<file path="config.mk">
export PLATFORM = sky130hd
export DESIGN_NAME = i2s_tdm_transmitter
export DESIGN_NICKNAME = d
export VERILOG_FILES = /design/src/rtl/i2s_tdm_transmitter.sv
export SDC_FILE = /design/constraint.sdc
export NUM_CORES = 1
export LEC_CHECK = 0
export ABC_AREA = 1
export BUFFER_PORTS_ARGS = -buffer_cell sky130_fd_sc_hd__clkbuf_2
export CAP_MARGIN = 10
export CORE_AREA = 4 4 108 110
export CTS_BUF_LIST = sky130_fd_sc_hd__clkbuf_16
export CTS_CLUSTER_DIAMETER = 100
export DETAILED_ROUTE_END_ITERATION = 16
export DIE_AREA = 0 0 112 114
export GPL_TIMING_DRIVEN = 0
export HOLD_SLACK_MARGIN = 0.02
export PLACE_DENSITY = 0.65
export SYNTH_ARGS = -nofsm -noshare
export SYNTH_HDL_FRONTEND = slang
export SYNTH_SLANG_ARGS = --single-unit
</file>
<file path="constraint.sdc">
create_clock -name clk -period 2.3 [get_ports clk]
set_input_delay 0.115 -clock clk [delete_from_list [all_inputs] [get_ports clk]]
set_output_delay 0.115 -clock clk [all_outputs]
set_load 0.05 [all_outputs]
</file>
<file path="src/rtl/i2s_tdm_transmitter.sv">
// Multi-channel I2S / left-justified serial audio transmitter with a divided bit
// clock, per-slot zero padding and a one-frame holding buffer with underrun pulse.
module i2s_tdm_transmitter #(
  parameter int WORD_SIZE = 24,
  parameter int SLOT_SIZE = 32,
  parameter int CHANNELS  = 2,
  parameter int CLK_DIV   = 4
) (
  input  logic                          clk,
  input  logic                          nReset,
  input  logic [CHANNELS*WORD_SIZE-1:0] sample_data,
  input  logic                          sample_valid,
  output logic                          sample_ready,
  input  logic                          mode,
  output logic                          sclk,
  output logic                          lrclk,
  output logic                          sd,
  output logic                          frame_start,
  output logic                          underrun
);

  localparam int FRAME = CHANNELS * SLOT_SIZE;
  localparam int BW    = $clog2(FRAME);
  localparam int DW    = $clog2(CLK_DIV);

  localparam logic [DW-1:0] DIV_LAST = DW'(CLK_DIV - 1);
  localparam logic [DW-1:0] DIV_RISE = DW'(CLK_DIV / 2 - 1);
  localparam logic [BW-1:0] B_LAST   = BW'(FRAME - 1);
  localparam logic [BW-1:0] B_HALF   = BW'(FRAME / 2);

  // Channel 0 goes first on the wire, so it lands in the top slot; word MSB-aligned.
  function automatic logic [FRAME-1:0] pad_frame(input logic [CHANNELS*WORD_SIZE-1:0] d);
    logic [FRAME-1:0] f;
    f = '0;
    for (int k = 0; k < CHANNELS; k++)
      f[FRAME-1-k*SLOT_SIZE -: WORD_SIZE] = d[k*WORD_SIZE +: WORD_SIZE];
    return f;
  endfunction

  logic [DW-1:0]                 div_cnt;
  logic [BW-1:0]                 bit_cnt;
  logic [BW-1:0]                 bit_nxt;
  logic [CHANNELS*WORD_SIZE-1:0] hold_data;
  logic [FRAME-1:0]              shreg;
  logic [FRAME-1:0]              load_frame;
  logic                          dly;
  logic                          mode_q;
  logic                          mode_nxt;
  logic                          fall_tick;
  logic                          load;
  logic                          accept;
  logic                          lj_bit;

  assign fall_tick  = (div_cnt == DIV_LAST);
  assign load       = fall_tick && (bit_cnt == B_LAST);
  assign bit_nxt    = (bit_cnt == B_LAST) ? '0 : bit_cnt + BW'(1);
  assign accept     = sample_valid && sample_ready;
  assign load_frame = sample_ready ? '0 : pad_frame(hold_data);
  assign lj_bit     = load ? load_frame[FRAME-1] : shreg[FRAME-1];
  assign mode_nxt   = load ? mode : mode_q;

  always_ff @(posedge clk) begin
    if (accept) hold_data <= sample_data;
  end

  always_ff @(posedge clk or negedge nReset) begin
    if (!nReset) begin
      div_cnt      <= '0;
      bit_cnt      <= B_LAST;
      shreg        <= '0;
      dly          <= 1'b0;
      mode_q       <= 1'b0;
      sclk         <= 1'b0;
      lrclk        <= 1'b0;
      sd           <= 1'b0;
      sample_ready <= 1'b1;
      frame_start  <= 1'b0;
      underrun     <= 1'b0;
    end else begin
      frame_start <= load;
      underrun    <= load && sample_ready;
      div_cnt     <= fall_tick ? '0 : div_cnt + DW'(1);
      if (div_cnt == DIV_RISE) sclk <= 1'b1;
      // Fall tick: every serial output moves together with the sclk falling edge.
      if (fall_tick) begin
        sclk    <= 1'b0;
        bit_cnt <= bit_nxt;
        lrclk   <= (bit_nxt >= B_HALF);
        shreg   <= load ? {load_frame[FRAME-2:0], 1'b0} : {shreg[FRAME-2:0], 1'b0};
        dly     <= lj_bit;
        sd      <= mode_nxt ? lj_bit : dly;
        mode_q  <= mode_nxt;
      end
      // A same-cycle accept refills the buffer after an underrun load; no bypass.
      if (accept)    sample_ready <= 1'b0;
      else if (load) sample_ready <= 1'b1;
    end
  end

endmodule

</file>
After elaboration in Yosys (flattened, before gate mapping):

Cells that the tools add are included.

* bits in registers: 128
* bits of input ports: 52
* output and inout bits: 6
* logic and storage cells: 34

* reductions and logical operators: 5
* magnitude comparators: 1
* $add $sub $neg: 2
* multiplexer cells: 11
* eq/ne operators: 3

Operators with widths (count)
* two-way mux 64 bit: 2
* two-way mux 1 bit: 7
* adder 6 x 1 -> 6 bit (second input constant): 1
* equality test 6 bit (second input constant): 1
* >= comparator 6 bit (second input constant): 1
* two-way mux 6 bit: 1
* nonzero test 2 bit: 2
* logical AND 1 bit: 3
* adder 2 x 1 -> 2 bit (second input constant): 1
* equality test 2 x 1 -> 1 bit (second input constant): 1
* equality test 2 bit (second input constant): 1
* two-way mux 2 bit: 1

Logic depth before layout (Yosys ltp):

Gate-level depths: netlist of the first run.

* depth in word-level cells: 4
* depth in mapped cells: 10
* depth with buffers taken out: 9

Worst setup path before layout of the first run:

No wires, ideal clock.

* kind: flip-flop to flip-flop
* from: reg sample_ready
* to: reg hold_data[0] (enable)
* cell stages (with the launch flop): 3
* library setup time: 403 ps
* path slack: 133 ps
* arrival: 1764 ps
* period minus slack after synthesis: 2167 ps
* buffers on the path: 0
* required time: 1897 ps
* cell sequence: dfstp_2 nand2_1 inv_1

* word-level cells in the longest chain between the ends: 1

Ends and longest elaborated chain
* start: declaration: line 13 `output logic sample_ready,`
* start signal: assignment: line 76 `sample_ready <= 1'b1;`
* start signal: assignment: line 95 `if (accept) sample_ready <= 1'b0;`
* start signal: assignment: line 96 `else if (load) sample_ready <= 1'b1;`
* logical AND 1 bit: line 57 `assign accept = sample_valid && sample_ready;`
* net accept: line 51 `logic accept;`
* end signal: assignment: line 63 `if (accept) hold_data <= sample_data;`
* end: declaration: line 43 `logic [CHANNELS*WORD_SIZE-1:0] hold_data;`

The timed path passes the listed nets, and every way through them passes these cells.
A chain may end at the register's enable or synchronous reset.

Worst setup path after layout of the first run:

* from: reg bit_cnt[0]
* to: reg shreg[46]

* word-level cells in the longest chain between the ends: 3

Ends and longest elaborated chain
* start: declaration: line 41 `logic [BW-1:0] bit_cnt;`
* start signal: assignment: line 87 `bit_cnt <= bit_nxt;`
* equality test 6 bit: line 55 `assign load = fall_tick && (bit_cnt == B_LAST);`
* logical AND 1 bit: line 55
* two-way mux 64 bit: line 89 `shreg <= load ? {load_frame[FRAME-2:0], 1'b0} : {shreg[FRAME-2:0], 1'b0};`
* end signal: assignment: line 89
* end: declaration: line 44 `logic [FRAME-1:0] shreg;`

Every way passes these cells.

==> results.toml, run 1 <==
[clocking]
cts_hold_buf = 50
clock_sinks = 119
clock_latency_ps = 410
cts_setup_buffers = 0
cts_resized = 0
tritoncts = "done"
clkTransAtPathRegs_ps = 50
cts.htree.levels = 4
cts_buffers = 17
clk_path_buf_depth = 2
cts_root_buf = "clkbuf_16"

[sta]
worst_pin_slew_ps = 477.1
post-route-period-util_pct = 77.07
fin_skew_ps = 10.68
max_freq_ghz = 0.5642
finalHoldViolCount = 0
report.final.slew_viol_count = 0
tns_ps = 0
grt_setup_unrepaired = "no"
period_minus_slack_ps = 1773
max_slew_margin_pct = 68.19
setup_viol = 0

[routing]
drt_wl_total_um = 8658
wl_per_cell_um = 12.73
firstDrtPassIters = 4
via_count = 3122
initialDrtViolationCount = 135
ant_nets = 0
viasPerCell = 4.591
post-route-drc-count = 0

[critical_path]
rr_endpoint = "shreg[46]"
r2r-start = "bit_cnt[0]"
crit_arrival_ps = 2100
crit_required_ps = 2630
critPathLaunchType = "flop"
path_class = "flop to flop"
r2r_setup_slack_ps = 530
reg2reg_depth = 9
worstPathMaxFanout = 10
critPathCaptureType = "flop"

[flow_run]
cap_violations = 0

[floorplanning]
rows = 38
core_area_um2 = 10700
start_util_pct = 42.05
dieHeight_um = 114
die_w_um = 112
ios = 58
die_area_um2 = 12770

[place]
dp_hpwl_um = 5362
portBuffers = 57
placed_cell_area_um2 = 5009
gp_congestion = 0.7474

[synthesis]
synth_top_area_share_pct = 35.61
synth.avg_cell_area_um2 = 11.27
ys_seq_area_share_pct = 71.74
syn-instance-count = 399
syn_area_um2 = 4498
ys_types = 22
syn_nets = 454
yosys_warnings = 0
synthTopCellsByArea = "dfrtp_1 36%, edfxtp_1 32%, nand2_1 13%"
synth_top_area_cell = "dfrtp_1"
synth-seq-cells = 119

[grt]
grt_pass1_vias = 3204
antenna_found_initial = 0
grt_pass1_wl_um = 15080
grt_max_degree = 56
grt-ovfl-total = 0
grt_use_total_pct = 15.12

[power]
power_mw = 4.847
cellLeakagePower_nw = 2.761
p_per_area_nw_per_um2 = 800.6
ir_drop_uv = 561.7

[final_layout]
drive_above_1_share_pct = 20.37
final_common_cell = "nand2_1"
syn2layout_area_growth_pct = 34.60
final_area_um2 = 6055
antennaDiodeCount = 0
nets = 582
fillCellCount = 910
final_util_pct = 56.60
layout_common_cells = "156 x nand2_1, 64 x dfrtp_1, 56 x clkbuf_2"

[run_status]
status = "completed"

[hold_path]
hold_path_class = "input pin to asynchronous set/reset pin"
-- how the worst max path moves through the flow --
stage	depth (start not counted)	startpoint	slack, ps	to
global placement	2	sample_ready	-90	hold_data[35]
detailed placement	9	bit_cnt[0]	560	shreg[59]
finish	9	bit_cnt[0]	530	shreg[46]
floorplan	2	sample_ready	130	hold_data[0]
global route	9	bit_cnt[0]	400	shreg[46]
CTS	9	bit_cnt[0]	510	shreg[46]
-- stage by stage --
step / std cells / setup slack (ps) / hold slack, ps
global placement: 596 / -89.98 / 292.8
detailed placement: 598 / 557.5 / 32.69
CTS: 680 / 509.0 / 145.6
floorplan: 399 / 133.0 / -180.6
global route: 680 / 400.7 / 157.1
finish: 680 / 527.5 / 155.1
-- power breakdown --
part	switching (mW)	leakage [nW]	internal (mW)	total (mW)
Combinational	0.0728	1.09	0.0959	0.169
Clock	0.862	0.280	1.55	2.41
Sequential	0.0101	1.40	2.25	2.26
-- registers in the layout (all words and copies together), names as in the netlist --
name and count:
bit_cnt 6, div_cnt 2, dly 1, frame_start 1, hold_data 48, lrclk 1
mode_q 1, sample_ready 1, sclk 1, sd 1, shreg 55, underrun 1
-- Yosys cell counts (all sizes together) --
master    n
nor2      8
clkinv    1
o22ai     7
dfrtp    64
edfxtp   48
o211ai    3
inv      21
o21ai     7
nand4     1
ha        3
nand2   158
clkbuf    6
buf      11
xor2      2
nand3    50
a21oi     2
dfstp     7
-- logic make-up (layout without fill, tap and decap cells) --
kind of cell               count (synthesis)  count (layout)  share of synthesized area (%)
buffers and inverters                     39             180                          4.172
xor gates and xnor gates                   2               2                         0.3895
adders and majority gates                  3               3                         0.8346
and+or+nand+nor                          217             217                          20.39
DFF                                      119             119                          71.74
AOI/OAI and AO/OA                         19              19                          2.476
-- routing by layer --
metal	up-vias	share of wire, %	track usage (%)	wire length [um]
met3	9	3.6	5.093	310
met4	0	1.4	6.250	119
li1	1571	-	-	-
met1	1482	45	19.06	3927
met2	60	50	24.14	4301
met5	-	0	0	0
-- critical path: stages (launching register included) --
cell     delay (ps)
dfstp_2         560
ha_1            230
nand2_4          80
nor2_4          140
nand2_4         100
nor2_4          110
buf_6           160
buf_6           150
nand2_1          60
nand3_1          90
-- final cells by class --
type	count	area (um2)	area share, %
Clock buffer	17	425.4	7.026
Timing Repair Buffer	109	835.8	13.80
Buffer	17	105.1	1.736
Sequential cell	119	3227	53.30
Tap cell	140	175.2	2.893
Inverter	22	82.58	1.364
Clock inverter	15	120.1	1.984
Multi-Input combinational cell	241	1084	17.90
(Power assumes the default switching activity.)
==> run 2, diff against run 1 <==
--- a/config.mk
+++ b/config.mk
@@ -5,7 +5,7 @@
 export SDC_FILE = /design/constraint.sdc
 export NUM_CORES = 1
 export LEC_CHECK = 0
-export ABC_AREA = 1
+export ABC_AREA = 0
 export BUFFER_PORTS_ARGS = -buffer_cell sky130_fd_sc_hd__clkbuf_2
 export CAP_MARGIN = 10
 export CORE_AREA = 4 4 108 110
@@ -15,7 +15,7 @@
 export DIE_AREA = 0 0 112 114
 export GPL_TIMING_DRIVEN = 0
 export HOLD_SLACK_MARGIN = 0.02
-export PLACE_DENSITY = 0.65
+export PLACE_DENSITY = 0.67
 export SYNTH_ARGS = -nofsm -noshare
 export SYNTH_HDL_FRONTEND = slang
 export SYNTH_SLANG_ARGS = --single-unit
==> constraint.sdc (replaced) <==
create_clock -name clk -period 1.5 [get_ports clk]
set_input_delay 0.075 -clock clk [delete_from_list [all_inputs] [get_ports clk]]
set_output_delay 0.075 -clock clk [all_outputs]
set_load 0.05 [all_outputs]
==> run 2 against run 1 <==
The flow now finishes with violations (setup timing). Die area stayed put. First-iteration DRC count is 34% higher. Via count is 5.5% lower. Power is 57% higher. Synthesized cell count is 28% lower. Wire length is 14% higher. Register-to-register slack worse by 710 ps. Synthesized area is 0.31% lower. Fmax is 5.6% higher. Design area is 6.9% higher. Clock skew is 1.7 ps higher.
==> results.toml, run 2 <==
[sta]
max_slew_margin_pct = 67.49
grt_setup_unrepaired = "yes"
report.final.slew_viol_count = 0
period_minus_slack_ps = 1678
max_freq_ghz = 0.5958
finalHoldViolCount = 0
setup_ws_ps = -178.4
post-route-period-util_pct = 111.9
worst_pin_slew_ps = 487.6
fin_skew_ps = 12.41
setup_viol = 51

[place]
place_ws_ps = -399.2
gp_congestion = 0.6902
placed_cell_area_um2 = 5080
dp_hpwl_um = 5327
portBuffers = 57

[floorplanning]
dieHeight_um = 114
rows = 38
start_util_pct = 41.92
core_area_um2 = 10700
die_w_um = 112
ios = 58
die_area_um2 = 12770

[grt]
grt_max_degree = 58
antenna_found_initial = 0
grt_pass1_wl_um = 15850
grt-ovfl-total = 0
grt_pass1_vias = 3159
grt_use_total_pct = 15.76

[final_layout]
syn2layout_area_growth_pct = 44.39
antennaDiodeCount = 0
fillCellCount = 773
nets = 489
drive_above_1_share_pct = 37.36
final_area_um2 = 6475
max_flop_register = "shreg"
seq_area_um2 = 3231
reg.largest.list = "shreg: 55 flops, hold_data: 48 flops, bit_cnt: 6 flops"
layout_common_cells = "64 x dfrtp_1, 57 x clkbuf_2, 51 x dlygate4sd3_1"
final_common_cell = "dfrtp_1"
largest_register_ff_count = 55
multi_input_area_um2 = 1274

[critical_path]
cp_slowest_cell = "dfstp_2"
critPathLaunchType = "flop"
cp_cell_sequence = "and4_4 > a21oi_4 > buf_6 > clkbuf_16 > and2_4 > a221o_1"
crit_arrival_ps = 1950
critPathCaptureType = "flop"
critPathBufInv = 2
path_class = "flop to flop"
worstPathMaxFanout = 7
cpLargestDelayFamily = "flip-flops"
cpPeakStageDelay_ps = 530
crit_required_ps = 1770

[synthesis]
yosys_warnings = 0
synthFlopType = "dfrtp_1"
ys_types = 30
syn_area_um2 = 4484
yosysMostFrequentCell = "dfrtp_1"
ys_seq_area_share_pct = 71.96
synth-seq-cells = 119
synth_top_area_share_pct = 35.71
synth.avg_cell_area_um2 = 15.68
syn-instance-count = 286
syn_nets = 341
synthTopCellsByArea = "dfrtp_1 36%, edfxtp_1 32%, a221o_1 10%"
ys_top_cells_by_count = "64 x dfrtp_1, 48 x and2_1, 48 x edfxtp_1, 46 x a221o_1"
synth_top_area_cell = "dfrtp_1"
synth_edf_count = 48
async_flop_share_pct = 59.66

[routing]
via_count = 2949
wl_per_cell_um = 16.84
firstDrtPassIters = 4
viasPerCell = 5.024
post-route-drc-count = 0
drt_wl_total_um = 9883
ant_nets = 0
initialDrtViolationCount = 181

[clocking]
clock_latency_ps = 400
tritoncts = "done"
cts.htree.levels = 4
cts_buffers = 17
clkTransAtPathRegs_ps = 60
clock_sinks = 119
cts_root_buf = "clkbuf_16"
clk_path_buf_depth = 2

[power]
cellLeakagePower_nw = 2.891
ir_drop_uv = 1003
p_per_area_nw_per_um2 = 1178

[hold_path]
hold_path_class = "input pin to asynchronous set/reset pin"

[flow_run]
cap_violations = 0

[run_status]
status = "complete, but fails checks"
violations = "setup timing"
-- run 2: cell count changes after synthesis, moves of 4 or more --
cell	delta
o21ai_0	-6
nand2_1	-152
a22o_1	+10
a221o_1	+46
and2_1	+48
inv_1	-15
nand3_1	-49
o22ai_1	-7
clkbuf_1	+4
-- run 2: logic make-up (layout without fill, tap and decap cells) --
group / count (synthesis) / count (layout) / synth area share [%]
compound gates: 64 / 64 / 13.34
xor+xnor: 4 / 4 / 0.7814
fa+ha+maj: 3 / 3 / 0.8371
buf+inv: 23 / 183 / 2.706
flops: 119 / 119 / 71.96
mux: 4 / 4 / 0.9486
simple gates: 69 / 70 / 9.431
-- run 2: final timing paths --
path	from	cells after the start	to	slack, ps
setup / recovery	bit_cnt[3]	6	shreg[28]	-180
hold / removal	nReset	2	shreg[40]	110
setup reg to reg	bit_cnt[3]	6	shreg[28]	-180
hold reg to reg	hold_data[42]	1	shreg[27]	470
max in group asynchronous	nReset	3	bit_cnt[0]	780
min in group clk	sample_data[22]	2	hold_data[22]	380
-- run 2: per-stage QoR --
| stage | TNS, ps | std cells | total power, mW | util, % | hold slack [ps] |
|---|---|---|---|---|---|
| after floorplan | -5899 | 286 | 3.456 | - | -220.6 |
| after global placement | -32030 | 483 | 3.557 | 47.20 | 251.8 |
| after detailed placement | -22160 | 484 | 3.570 | 47.49 | -16.81 |
| after CTS | -12010 | 580 | 7.662 | 59.13 | 106.4 |
| after global routing | -8688 | 587 | 7.863 | 60.53 | 121.1 |
| final | -6476 | 587 | 7.625 | 60.53 | 107.1 |
-- run 2: repair_timing --
item / CTS / global route
gates cloned: 0 / 4
gates resized for setup: 13 / 20
hold endpoints to repair: 114 / 0
pin swaps: 3 / 10
buffers inserted: 13 / 4
setup endpoints to repair: 108 / 110
hold buffers: 51 / 0
-- run 2: report_power, final --
group          switching, mW  total, mW  internal [mW]
clock                   1.35       4.01           2.66
combinational         0.0827      0.224          0.141
sequential                 0       3.40           3.40
total                   1.43       7.63           6.19
-- run 2: layout make-up --
| class | count | share of cell area [%] |
|---|---|---|
| tap | 140 | 2.705 |
| multi-input combinational | 145 | 19.67 |
| inverter | 4 | 0.2319 |
| timing repair buffer | 129 | 15.79 |
| clock inverter | 14 | 2.164 |
| buffer | 18 | 2.589 |
| clock buffer | 18 | 6.957 |
| sequential | 119 | 49.89 |
-- run 2: worst reg2reg max path: stages, from the launching register on --
cell and delay (ps):
dfstp_2 530, and4_4 250, a21oi_4 70, buf_6 140
clkbuf_16 150, and2_4 130, a221o_1 270
-- run 2: routing by layer --
| metal | up-vias | global-route usage (%) | wire length, um |
|---|---|---|---|
| met5 | - | 0 | 0 |
| li1 | 1382 | - | - |
| met4 | 0 | 4.968 | 74 |
| met3 | 9 | 5.146 | 418 |
| met1 | 1490 | 19.59 | 4274 |
| met2 | 68 | 26.38 | 5115 |
==> run 3, diff against run 2 <==
--- a/config.mk
+++ b/config.mk
@@ -5,7 +5,6 @@
 export SDC_FILE = /design/constraint.sdc
 export NUM_CORES = 1
 export LEC_CHECK = 0
-export ABC_AREA = 0
 export BUFFER_PORTS_ARGS = -buffer_cell sky130_fd_sc_hd__clkbuf_2
 export CAP_MARGIN = 10
 export CORE_AREA = 4 4 108 110
==> constraint.sdc (replaced) <==
create_clock -name clk -period 1.5 [get_ports clk]
set_input_delay 0.075 -clock clk [delete_from_list [all_inputs] [get_ports clk]]
set_output_delay 0.075 -clock clk [all_outputs]
set_load 0.01 [all_outputs]
==> run 3 against run 2 <==
The flow still finishes with violations (setup timing). Clock skew shrank 7.7 ps. Clock power shrank 6.0%. Design area shrank 1.1%. Sequential cell count is the same. Largest power group unchanged.
==> results.toml, run 3 (synthesized netlist as in run 2, its figures left out) <==
[run_status]
status = "complete, but fails checks"
violations = "setup timing"

[critical_path]
crit_arrival_ps = 2000
crit_required_ps = 1840
critPathLaunchType = "flop"
critPathCaptureType = "flop"
worstPathMaxFanout = 8
reg2reg_depth = 6
path_class = "flop to flop"

[grt]
grtUsageMet1_pct = 19.69
grt_use_met2_pct = 27.34
grt-ovfl-total = 0
grt_busiest_layer = "met2"
antenna_found_initial = 0
grt_pass1_wl_um = 15850
grt_max_degree = 52
grt.met3_usage_pct = 4.244
grt_pass1_vias = 3186
grt_use_total_pct = 16.18

[clocking]
tritoncts = "done"
cts.htree.levels = 4
cts_buffers = 17
clock_sinks = 119
clkTransAtPathRegs_ps = 50
cts_root_buf = "clkbuf_16"
clock_latency_ps = 410
clk_path_buf_depth = 2

[floorplanning]
dieHeight_um = 114
die_area_um2 = 12770
core_area_um2 = 10700
rows = 38
die_w_um = 112
ios = 58
start_util_pct = 41.92

[final_layout]
final_util_pct = 59.88
drive_above_1_share_pct = 35.35
nets = 489
largest_register_ff_count = 55
antennaDiodeCount = 0
syn2layout_area_growth_pct = 42.86
reg.largest.list = "shreg: 55 flops, hold_data: 48 flops, bit_cnt: 6 flops"
layout_common_cells = "64 x dfrtp_1, 57 x clkbuf_2, 51 x dlygate4sd3_1"
final_common_cell = "dfrtp_1"
max_flop_register = "shreg"

[sta]
grt_setup_unrepaired = "yes"
fin_skew_ps = 4.682
setup_ws_ps = -160.7
post-route-period-util_pct = 110.7
report.final.slew_viol_count = 0
period_minus_slack_ps = 1661
finalHoldViolCount = 0
max_slew_margin_pct = 69.79
worst_pin_slew_ps = 453.2
hold_slack_ps = 129.6
max_freq_ghz = 0.6021
setup_viol = 57

[flow_run]
cap_violations = 0

[routing]
post-route-drc-count = 0
ant_nets = 0
viasPerCell = 4.947
initialDrtViolationCount = 184
via_count = 2904
wl_per_cell_um = 16.24
drt_wl_total_um = 9531
firstDrtPassIters = 4

[place]
portBuffers = 57
place_ws_ps = -352.6
dp_hpwl_um = 5130
gp_congestion = 0.7584

[power]
ir_drop_uv = 895.3
power_mw = 7.385
cellLeakagePower_nw = 2.858
p_per_area_nw_per_um2 = 1153

[hold_path]
hold_path_class = "input pin to asynchronous set/reset pin"
==> run 3: cell types whose count changed in the layout (fill, tap and decap cells not counted), sizes merged <==
cell,before,now
clkinv,6,10
buf,28,30
bufinv,3,1
inv,8,6
clkbuf,86,85
clkinvlp,1,0
==> run 3: area by class of cell <==
type                       count  area, um2
inverter                       4      15.01
multi-input combinational    145       1247
clock inverter                13      83.83
sequential                   119       3227
fill                         810       4292
buffer                        18      166.4
clock buffer                  19      475.5
tap                          140      175.2
timing repair buffer         129       1016
==> run 3: what timing repair did <==
item | 4_1_cts | 5_1_grt
hold buffers | 51 | 0
gates resized for setup | 20 | 19
setup buffers | 15 | 2
endpoints found under the setup margin | 108 | 62
gates cloned | 3 | 1
endpoints found under the hold margin | 114 | 0
pin swaps | 2 | 10
==> run 3: worst max-delay path, stage by stage (launching register included) <==
cell       delay, ps
dfstp_2          530
and4_4           250
nor2b_4          160
nor2b_4          210
buf_8            170
clkbuf_16        150
a221o_1          130
==> run 3: worst paths after layout <==
kind / from / end / slack (ps)
max: bit_cnt[3] / shreg[45] / -160
min: nReset / shreg[29] / 130
max reg2reg: bit_cnt[3] / shreg[45] / -160
min reg2reg: hold_data[24] / shreg[9] / 460
max in group asynchronous: nReset / bit_cnt[5] / 760
min in group clk: sample_data[3] / hold_data[3] / 380
==> run 3: per-stage QoR <==
step | cells | setup TNS, ps | instance area (um2)
final | 587 | -6023 | 6406
after global routing | 587 | -9848 | 6406
after CTS | 585 | -6874 | 6316
after detailed placement | 484 | -18730 | 5054
after global placement | 483 | -28650 | 5024
after floorplan | 286 | -2800 | 4563
==> run 3: report_power, final <==
group          internal (mW)  leakage [nW]  switching, mW  total, mW
logic                  0.141          1.18         0.0832      0.224
clock network           2.42         0.291           1.35       3.77
registers               3.40          1.39              0       3.40
==> run 3: routing by layer <==
metal	vias to the layer above	share of wire [%]
met5	-	0
met1	1440	43
met4	0	2.0
met3	18	3.4
met2	57	52
li1	1389	-
